[src/rtl/serial_parity_rx_pkg.sv]
// Shared definitions for the XOR-parity serial link: FSM encodings and parity sense constants.
package serial_parity_rx_pkg;

   // Frame FSM encodings, shared with the matching transmitter.
   localparam logic [2:0] StIdle   = 3'd0;
   localparam logic [2:0] StData   = 3'd1;
   localparam logic [2:0] StParity = 3'd2;
   localparam logic [2:0] StStop   = 3'd3;
   localparam logic [2:0] StWaitHi = 3'd4;

   localparam logic ParEven = 1'b0;
   localparam logic ParOdd  = 1'b1;

   // Maps the integer parity-mode parameter to the bit folded into the parity check.
   function automatic logic par_sense(input int unsigned odd);
      return (odd != 0) ? ParOdd : ParEven;
   endfunction

endpackage

[src/rtl/serial_parity_rx_if.sv]
// Valid/ready output channel carrying a received word and its error flags.
interface serial_parity_rx_if #(
   parameter int unsigned DATA_W = 8
) ();

   logic [DATA_W-1:0] out_data;
   logic              out_valid;
   logic              out_perr;
   logic              out_ferr;
   logic              out_ready;

   modport master (
      output out_data,
      output out_valid,
      output out_perr,
      output out_ferr,
      input  out_ready
   );

   modport slave (
      input  out_data,
      input  out_valid,
      input  out_perr,
      input  out_ferr,
      output out_ready
   );

endinterface

[src/rtl/xor_parity_acc.sv]
// Running XOR register; clear wins over enable. Also used by the transmitter for parity generation.
module xor_parity_acc (
   input  logic clk,
   input  logic rst_n,
   input  logic clr,
   input  logic en,
   input  logic d,
   output logic acc
);

   logic acc_q;

   // Accumulate the XOR of every enabled input bit since the last clear.
   always_ff @(posedge clk) begin
      if (!rst_n) begin
         acc_q <= 1'b0;
      end else if (clr) begin
         acc_q <= 1'b0;
      end else if (en) begin
         acc_q <= acc_q ^ d;
      end
   end

   assign acc = acc_q;

endmodule

[src/rtl/serial_parity_rx.sv]
// Receiver for start/data(LSB first)/parity/stop frames with a one-entry valid/ready output buffer.
module serial_parity_rx
   import serial_parity_rx_pkg::*;
#(
   parameter int unsigned DATA_W = 8,
   parameter int unsigned ODD    = 0
) (
   input  logic               clk,
   input  logic               rst_n,
   input  logic               bit_en,
   input  logic               rx_in,
   serial_parity_rx_if.master out_if,
   output logic               overrun
);

   localparam int unsigned CntW     = $clog2(DATA_W + 1);
   localparam logic [CntW-1:0] CntLast = CntW'(DATA_W - 1);
   localparam logic        ParSense = par_sense(ODD);

   logic [2:0]        state_q, state_d;
   logic [CntW-1:0]   cnt_q, cnt_d;
   logic [DATA_W-1:0] shift_q, shift_d;
   logic              perr_q, perr_d;
   logic              ferr_q, ferr_d;
   logic              done_q, done_d;
   logic              acc_clr, acc_en, acc;

   logic [DATA_W-1:0] data_q, data_d;
   logic              vld_q, vld_d;
   logic              bperr_q, bperr_d;
   logic              bferr_q, bferr_d;
   logic              ovr_q, ovr_d;

   xor_parity_acc u_acc (
      .clk   (clk),
      .rst_n (rst_n),
      .clr   (acc_clr),
      .en    (acc_en),
      .d     (rx_in),
      .acc   (acc)
   );

   // Frame FSM: advances only on bit strobes; done_d pulses on the stop-bit sample.
   always_comb begin
      state_d = state_q;
      cnt_d   = cnt_q;
      shift_d = shift_q;
      perr_d  = perr_q;
      ferr_d  = ferr_q;
      done_d  = 1'b0;
      acc_clr = 1'b0;
      acc_en  = 1'b0;
      if (bit_en) begin
         case (state_q)
            StIdle: begin
               if (!rx_in) begin
                  state_d = StData;
                  cnt_d   = '0;
                  acc_clr = 1'b1;
               end
            end
            StData: begin
               // Shifting right DATA_W times leaves the first (LSB) bit at position 0.
               shift_d = {rx_in, shift_q[DATA_W-1:1]};
               acc_en  = 1'b1;
               cnt_d   = cnt_q + CntW'(1);
               if (cnt_q == CntLast) begin
                  state_d = StParity;
               end
            end
            StParity: begin
               perr_d  = acc ^ rx_in ^ ParSense;
               state_d = StStop;
            end
            StStop: begin
               ferr_d  = ~rx_in;
               done_d  = 1'b1;
               state_d = rx_in ? StIdle : StWaitHi;
            end
            StWaitHi: begin
               // A low line here is a stuck/broken line, not a start bit.
               if (rx_in) begin
                  state_d = StIdle;
               end
            end
            default: state_d = StIdle;
         endcase
      end
   end

   // Output buffer: consume, load on completion, or drop and flag overrun when full.
   always_comb begin
      data_d  = data_q;
      vld_d   = vld_q;
      bperr_d = bperr_q;
      bferr_d = bferr_q;
      ovr_d   = ovr_q;
      if (vld_q && out_if.out_ready) begin
         vld_d = 1'b0;
      end
      if (done_q) begin
         if (!vld_q || out_if.out_ready) begin
            data_d  = shift_q;
            bperr_d = perr_q;
            bferr_d = ferr_q;
            vld_d   = 1'b1;
         end else begin
            ovr_d = 1'b1;
         end
      end
   end

   // State registers for the FSM and the output buffer.
   always_ff @(posedge clk) begin
      if (!rst_n) begin
         state_q <= StIdle;
         cnt_q   <= '0;
         shift_q <= '0;
         perr_q  <= 1'b0;
         ferr_q  <= 1'b0;
         done_q  <= 1'b0;
         data_q  <= '0;
         vld_q   <= 1'b0;
         bperr_q <= 1'b0;
         bferr_q <= 1'b0;
         ovr_q   <= 1'b0;
      end else begin
         state_q <= state_d;
         cnt_q   <= cnt_d;
         shift_q <= shift_d;
         perr_q  <= perr_d;
         ferr_q  <= ferr_d;
         done_q  <= done_d;
         data_q  <= data_d;
         vld_q   <= vld_d;
         bperr_q <= bperr_d;
         bferr_q <= bferr_d;
         ovr_q   <= ovr_d;
      end
   end

   assign out_if.out_data  = data_q;
   assign out_if.out_valid = vld_q;
   assign out_if.out_perr  = bperr_q;
   assign out_if.out_ferr  = bferr_q;
   assign overrun          = ovr_q;

endmodule
[src/flat_wrapper.sv]
// flat-port wrapper written by rule: the top's interface ports become plain ports
module serial_parity_rx_flat import serial_parity_rx_pkg::*;
#(
   parameter int unsigned DATA_W = 8,
   parameter int unsigned ODD    = 0
)
  (clk, rst_n, bit_en, rx_in, overrun, out_if_out_data, out_if_out_valid, out_if_out_perr, out_if_out_ferr, out_if_out_ready);
  serial_parity_rx_if #(.DATA_W(DATA_W)) out_if_i ();
  input  logic clk;
  input  logic rst_n;
  input  logic bit_en;
  input  logic rx_in;
  output logic overrun;
  output wire logic [$bits(out_if_i.out_data)-1:0] out_if_out_data;
  output wire logic [$bits(out_if_i.out_valid)-1:0] out_if_out_valid;
  output wire logic [$bits(out_if_i.out_perr)-1:0] out_if_out_perr;
  output wire logic [$bits(out_if_i.out_ferr)-1:0] out_if_out_ferr;
  input wire logic [$bits(out_if_i.out_ready)-1:0] out_if_out_ready;
  assign out_if_out_data = out_if_i.out_data;
  assign out_if_out_valid = out_if_i.out_valid;
  assign out_if_out_perr = out_if_i.out_perr;
  assign out_if_out_ferr = out_if_i.out_ferr;
  assign out_if_i.out_ready = out_if_out_ready;
  serial_parity_rx #(.DATA_W(DATA_W), .ODD(ODD)) u_core (.clk(clk), .rst_n(rst_n), .bit_en(bit_en), .rx_in(rx_in), .out_if(out_if_i), .overrun(overrun));
endmodule
[config.mk]
export PLATFORM = sky130hd
export DESIGN_NAME = serial_parity_rx_flat
export DESIGN_NICKNAME = d
export VERILOG_FILES = /design/src/rtl/serial_parity_rx_pkg.sv /design/src/rtl/serial_parity_rx_if.sv /design/src/rtl/xor_parity_acc.sv /design/src/rtl/serial_parity_rx.sv /design/src/flat_wrapper.sv
export SDC_FILE = /design/constraint.sdc
export NUM_CORES = 1
export LEC_CHECK = 0
export BUFFER_PORTS_ARGS = -buffer_cell sky130_fd_sc_hd__buf_2
export CAP_MARGIN = 20
export CORE_MARGIN = 2
export CORE_UTILIZATION = 29
export CTS_BUF_LIST = sky130_fd_sc_hd__clkbuf_8
export DETAILED_ROUTE_END_ITERATION = 7
export PLACE_DENSITY = 0.52
export SLEW_MARGIN = 15
export SYNTH_ARGS = -nofsm -noshare
export SYNTH_HDL_FRONTEND = slang
export SYNTH_SLANG_ARGS = --single-unit
[constraint.sdc]
create_clock -name clk -period 2.1 [get_ports clk]
set_input_delay 0.105 -clock clk [delete_from_list [all_inputs] [get_ports clk]]
set_output_delay 0.105 -clock clk [all_outputs]
set_load 0.005 [all_outputs]
## After elaboration in Yosys (flattened, before gate mapping)

Cells that the tools add are included.

- Register bits after elaboration: 31
- Input port bits: 5
- Logic and storage cells: 55

- $add $sub $neg: 1
- Equality and inequality tests: 8
- Mux-type cells: 16
- Bitwise logic cells: 4
- Reduce and logical (&&, ||, !) cells: 14

Operators with widths:

| cell | number |
|---|---|
| $pmux 3 s5 | 1 |
| $mux 3 | 4 |
| $reduce_and 2->1 | 6 |
| $mux 1 | 9 |
| $pmux 4 s2 | 1 |
| $eq 3x2->1 const B | 2 |
| $add 4x1->4 const B | 1 |
| $eq 4x3->1 const B | 1 |
| $mux 4 | 1 |
| $ne 2x2->1 const B | 2 |
| $reduce_and 4->1 | 1 |
| $eq 3x1->1 const B | 1 |
| $eq 3x3->1 const B | 1 |
| $logic_not 3->1 | 1 |
| $not 1->1 | 3 |
| $reduce_and 3->1 | 1 |
| $ne 2x1->1 const B | 1 |
| $reduce_bool 2->1 | 1 |
| $reduce_or 2->1 | 1 |
| $logic_and 1x1->1 | 1 |
| $logic_not 1->1 | 1 |
| $logic_or 1x1->1 | 1 |
| $xor 1x1->1 | 1 |

## Logic depth before layout (Yosys ltp)

- Depth after elaboration: 4
- Depth in mapped cells: 5
- Gate-level depth less buffers: 4

## Cells and area by module

From an unflattened synthesis, not the netlist that was laid out.

- Cells, all modules: 143
- Area total of the unflattened synthesis: 1,336.3 um2

By module, submodules not included:

| module | times used | cells an instance | area each (um2) | sequential area each (um2) |
|---|---|---|---|---|
| serial_parity_rx | 1 | 138 | 1,283.7 | 600.6 |
| xor_parity_acc | 1 | 5 | 52.6 | 20.0 |

## Worst setup path before layout

Ideal clock, no wire load.

- Kind: register -> register
- From: reg u_core.state_q[2]
- To: reg u_core.cnt_q[3]
- Data arrival time: 1,168 ps
- Required time: 1,966 ps
- Path slack: 798 ps
- Cell stages (with the launch flop): 5
- Clock period less this slack: 1,302 ps
- Path through: dfxtp_1 buf_2 or3b_1 a211oi_1 a211oi_1

- Word-level cells in the longest chain between the ends: 3
- Elaborated cells on any way between the ends: 6

Ends and longest elaborated chain:

| item | line | source |
|---|---|---|
| from (decl) | serial_parity_rx.sv:20 | `logic [2:0] state_q, state_d;` |
| from (signal assigned) | serial_parity_rx.sv:116 | `state_q <= StIdle;` |
| from (signal assigned) | serial_parity_rx.sv:128 | `state_q <= state_d;` |
| $eq 3x1->1 / $logic_not 3->1 (equally long branches) | serial_parity_rx.sv:54 | `case (state_q)` |
| $reduce_bool 2->1 (no source line) / $ne 2x2->1 (equally long branches) | -- |  |
| $reduce_and 3->1 (no source line) | -- |  |
| to (signal assigned) | serial_parity_rx.sv:129 | `cnt_q <= cnt_d;` |
| to (decl) | serial_parity_rx.sv:21 | `logic [CntW-1:0] cnt_q, cnt_d;` |

Parallel ways exist; a longest one is shown, timed or not.
A chain may end at the register's enable or synchronous reset.

## Worst setup path after layout

- From: reg u_core.state_q[0]
- To: reg u_core.u_acc.acc_q, in the netlist u_core.u_acc.acc

- Word-level cells in the longest chain between the ends: 4
- Elaborated cells on any way between the ends: 7

Ends and longest elaborated chain:

| item | line | source |
|---|---|---|
| $logic_not 3->1 | serial_parity_rx.sv:54 |  |
| $mux 1 | serial_parity_rx.sv:54 |  |
| $mux 1 | serial_parity_rx.sv:53 | `if (bit_en) begin` |
| $reduce_or 2->1 (no source line) | -- |  |
| to (signal assigned) | xor_parity_acc.sv:20 | `acc_q <= acc_q ^ d;` |
| to (decl) | xor_parity_acc.sv:11 | `logic acc_q;` |

Parallel ways exist; a longest one is shown, timed or not.

==> results.cfg <==
[status]
outcome = completed

[timing]
worst-slew-pin-transition_ns = 0.682
holdWs_ns = 0.0647
min_period_ns = 1.61
setup_viol = 0
rsz0062_at_grt = false
fin_skew_ns = 0.00332
maxSlewHeadroom = 0.545
timing.fmax_mhz = 622
tns_ns = 0
slew_viol_final = 0
fin_crit_sh = 0.766
hold_viol = 0

[clocking]
hold_buffers = 0
clock-root-buffer = clkbuf_8
insertion_delay_ns = 0.28
cts_tree = done
clkSlewWorstSetupHoldPaths_ns = 0.06
cts_setup_buffers = 0
clock_sinks = 31
ctsHtreeMaxLevel = 2
cts_buffers = 5
ctsResizeCount = 0
cts_buffer_depth = 2

[grt]
grt.overflow.total = 0
grt_max_degree = 22
antenna_found_initial = 0
grt_pass1_wl_um = 4720
grt_pass1_vias = 1100
grt_usage = 0.116

[placed_design]
detailed_place.area_um2 = 1400
place_inst = 210
place_congestion = 0.766
dp_hpwl_um = 1890
port_buffers = 16

[worst_hold_path]
worstHoldStart = rst_n
hp-class = input pin to register
min_to = u_core.done_q
min_path_cells = 2

[pwr]
ir_worst_vdd_mv = 0.210
p_per_area_nw_per_um2 = 769
leakagePower_nw = 0.531

[drt]
drt_iter0_markers = 62
wl_per_cell_um = 12.5
postRouteAntennaNets = 0
drc = 0
viasPerCell = 5.12
vias = 1116
drt_pre_antenna_iters = 4
totalWireLength_um = 2730

[critical_path]
end_kind = register
crit_type = register to register
worstPathMaxFanout = 13
rr_worst_depth = 3
reg2reg_from = u_core.state_q[0]
required_ns = 2.29
cp.arrival_ns = 1.79
setup.worst_path.start_class = register
r2r_slack_ns = 0.49
rr_endpoint = u_core.u_acc.acc

[floorplanning]
coreArea_um2 = 4320
pin_count = 17
num_rows = 24
die_h_um = 71.0
initial_core_util = 0.301
die_w_um = 71.0
die_area_um2 = 5030

[logic_synthesis]
syn_avg_cell_area_um2 = 8.44
syn_area_um2 = 1300
ys_seq_elements = 31
yosys_warnings = 0
syn_inst = 154
synth_cell_types = 30
syn_nets = 160
yosysSeqAreaShare = 0.477

[finish]
final_common_cell = dfxtp_1
diodes = 0
instances_no_fill = 218
syn_to_final_growth_pct = 15.0
final_cell_mix = dfxtp_1, a21oi_1, nand2_1
fin_area_um2 = 1500
drive_gt1_frac = 0.157
final_nets = 171

[run]
maxCapViolations = 0
==> power by group <==
part / internal [mW] / switching [mW]
sequential: 0.592 / 0.00647
combinational: 0.0172 / 0.0295
clock: 0.294 / 0.211
==> final cells by class <==
cell class              count  area, um2
multi-input cells         104        599
flip-flops and latches     31        621
clock buffers               7       96.3
fillers                   474       2830
repair buffers             17       87.6
inverters                   6       22.5
clock inverters             1       3.75
well taps                  52       65.1
==> worst max path at each step <==
stage | to | startpoint | slack, ns
2_1_floorplan | u_core.cnt_q[3] | u_core.state_q[2] | 0.80
5_1_grt | u_core.u_acc.acc | u_core.state_q[0] | 0.31
3_3_place_gp | u_core.u_acc.acc | u_core.state_q[0] | 0.60
3_5_place_dp | u_core.u_acc.acc | u_core.state_q[0] | 0.51
4_1_cts | u_core.u_acc.acc | u_core.state_q[0] | 0.49
6_report | u_core.u_acc.acc | u_core.state_q[0] | 0.49
==> critical path, cell delays in order, from the launching register on <==
cell and delay (ns):
dfxtp_1 0.54, nand4bb_1 0.38, mux2_2 0.39, o32ai_1 0.20
==> sequential cells by signal (all words and copies together) (netlist names) <==
signal,count
u_core.out_if.out_data,8
u_core.out_if.out_valid,1
u_core.out_if.out_ferr,1
u_core.state_q,3
u_core.shift_q,8
u_core.overrun,1
u_core.out_if.out_perr,1
u_core.u_acc.acc,1
u_core.ferr_q,1
u_core.cnt_q,4
u_core.done_q,1
u_core.perr_q,1
==> per-stage QoR <==
stage	utilization	worst slack, ns	power, mW
after floorplan	-	0.798	0.646
after detailed placement	0.323	0.505	0.658
after CTS	0.346	0.490	1.16
final	0.346	0.492	1.15
after global placement	0.323	0.601	0.656
after global routing	0.346	0.312	1.20
==> metal layers <==
| metal | up-vias | GRT usage | wire length [um] |
|---|---|---|---|
| met5 | - | 0 | 0 |
| met4 | 0 | 0.0545 | 25 |
| met3 | 4 | 0.0299 | 120 |
| met2 | 26 | 0.183 | 1200 |
| met1 | 522 | 0.149 | 1380 |
| li1 | 564 | - | - |
==> Yosys cell counts, drive strengths merged <==
master | instances | area (um2)
a211oi | 6 | 45.0
buf | 5 | 27.5
and4bb | 1 | 12.5
nand2b | 4 | 25.0
nor2b | 2 | 12.5
nand3 | 11 | 55.1
a41oi | 1 | 8.76
o32ai | 1 | 8.76
or3b | 1 | 8.76
and2 | 1 | 6.26
nand2 | 18 | 67.6
o21ai | 14 | 70.1
xnor2 | 1 | 8.76
mux2 | 1 | 11.3
a31oi | 1 | 6.26
nor2 | 3 | 11.3
a21oi | 27 | 135
or4 | 1 | 7.51
clkbuf | 8 | 30.0
a311oi | 1 | 8.76
dfxtp | 31 | 621
and4b | 1 | 10.0
nor4bb | 1 | 10.0
nor3b | 3 | 27.5
ha | 1 | 12.5
nand4bb | 2 | 22.5
nand3b | 1 | 7.51
inv | 6 | 22.5
==> cell families after synthesis <==
group / synth area share
compound gates: 0.218
xor+xnor: 0.00674
fa+ha+maj: 0.00962
buf+inv: 0.0616
flops: 0.477
mux: 0.00866
simple gates: 0.218
Power figures use the tool's default switching activity.
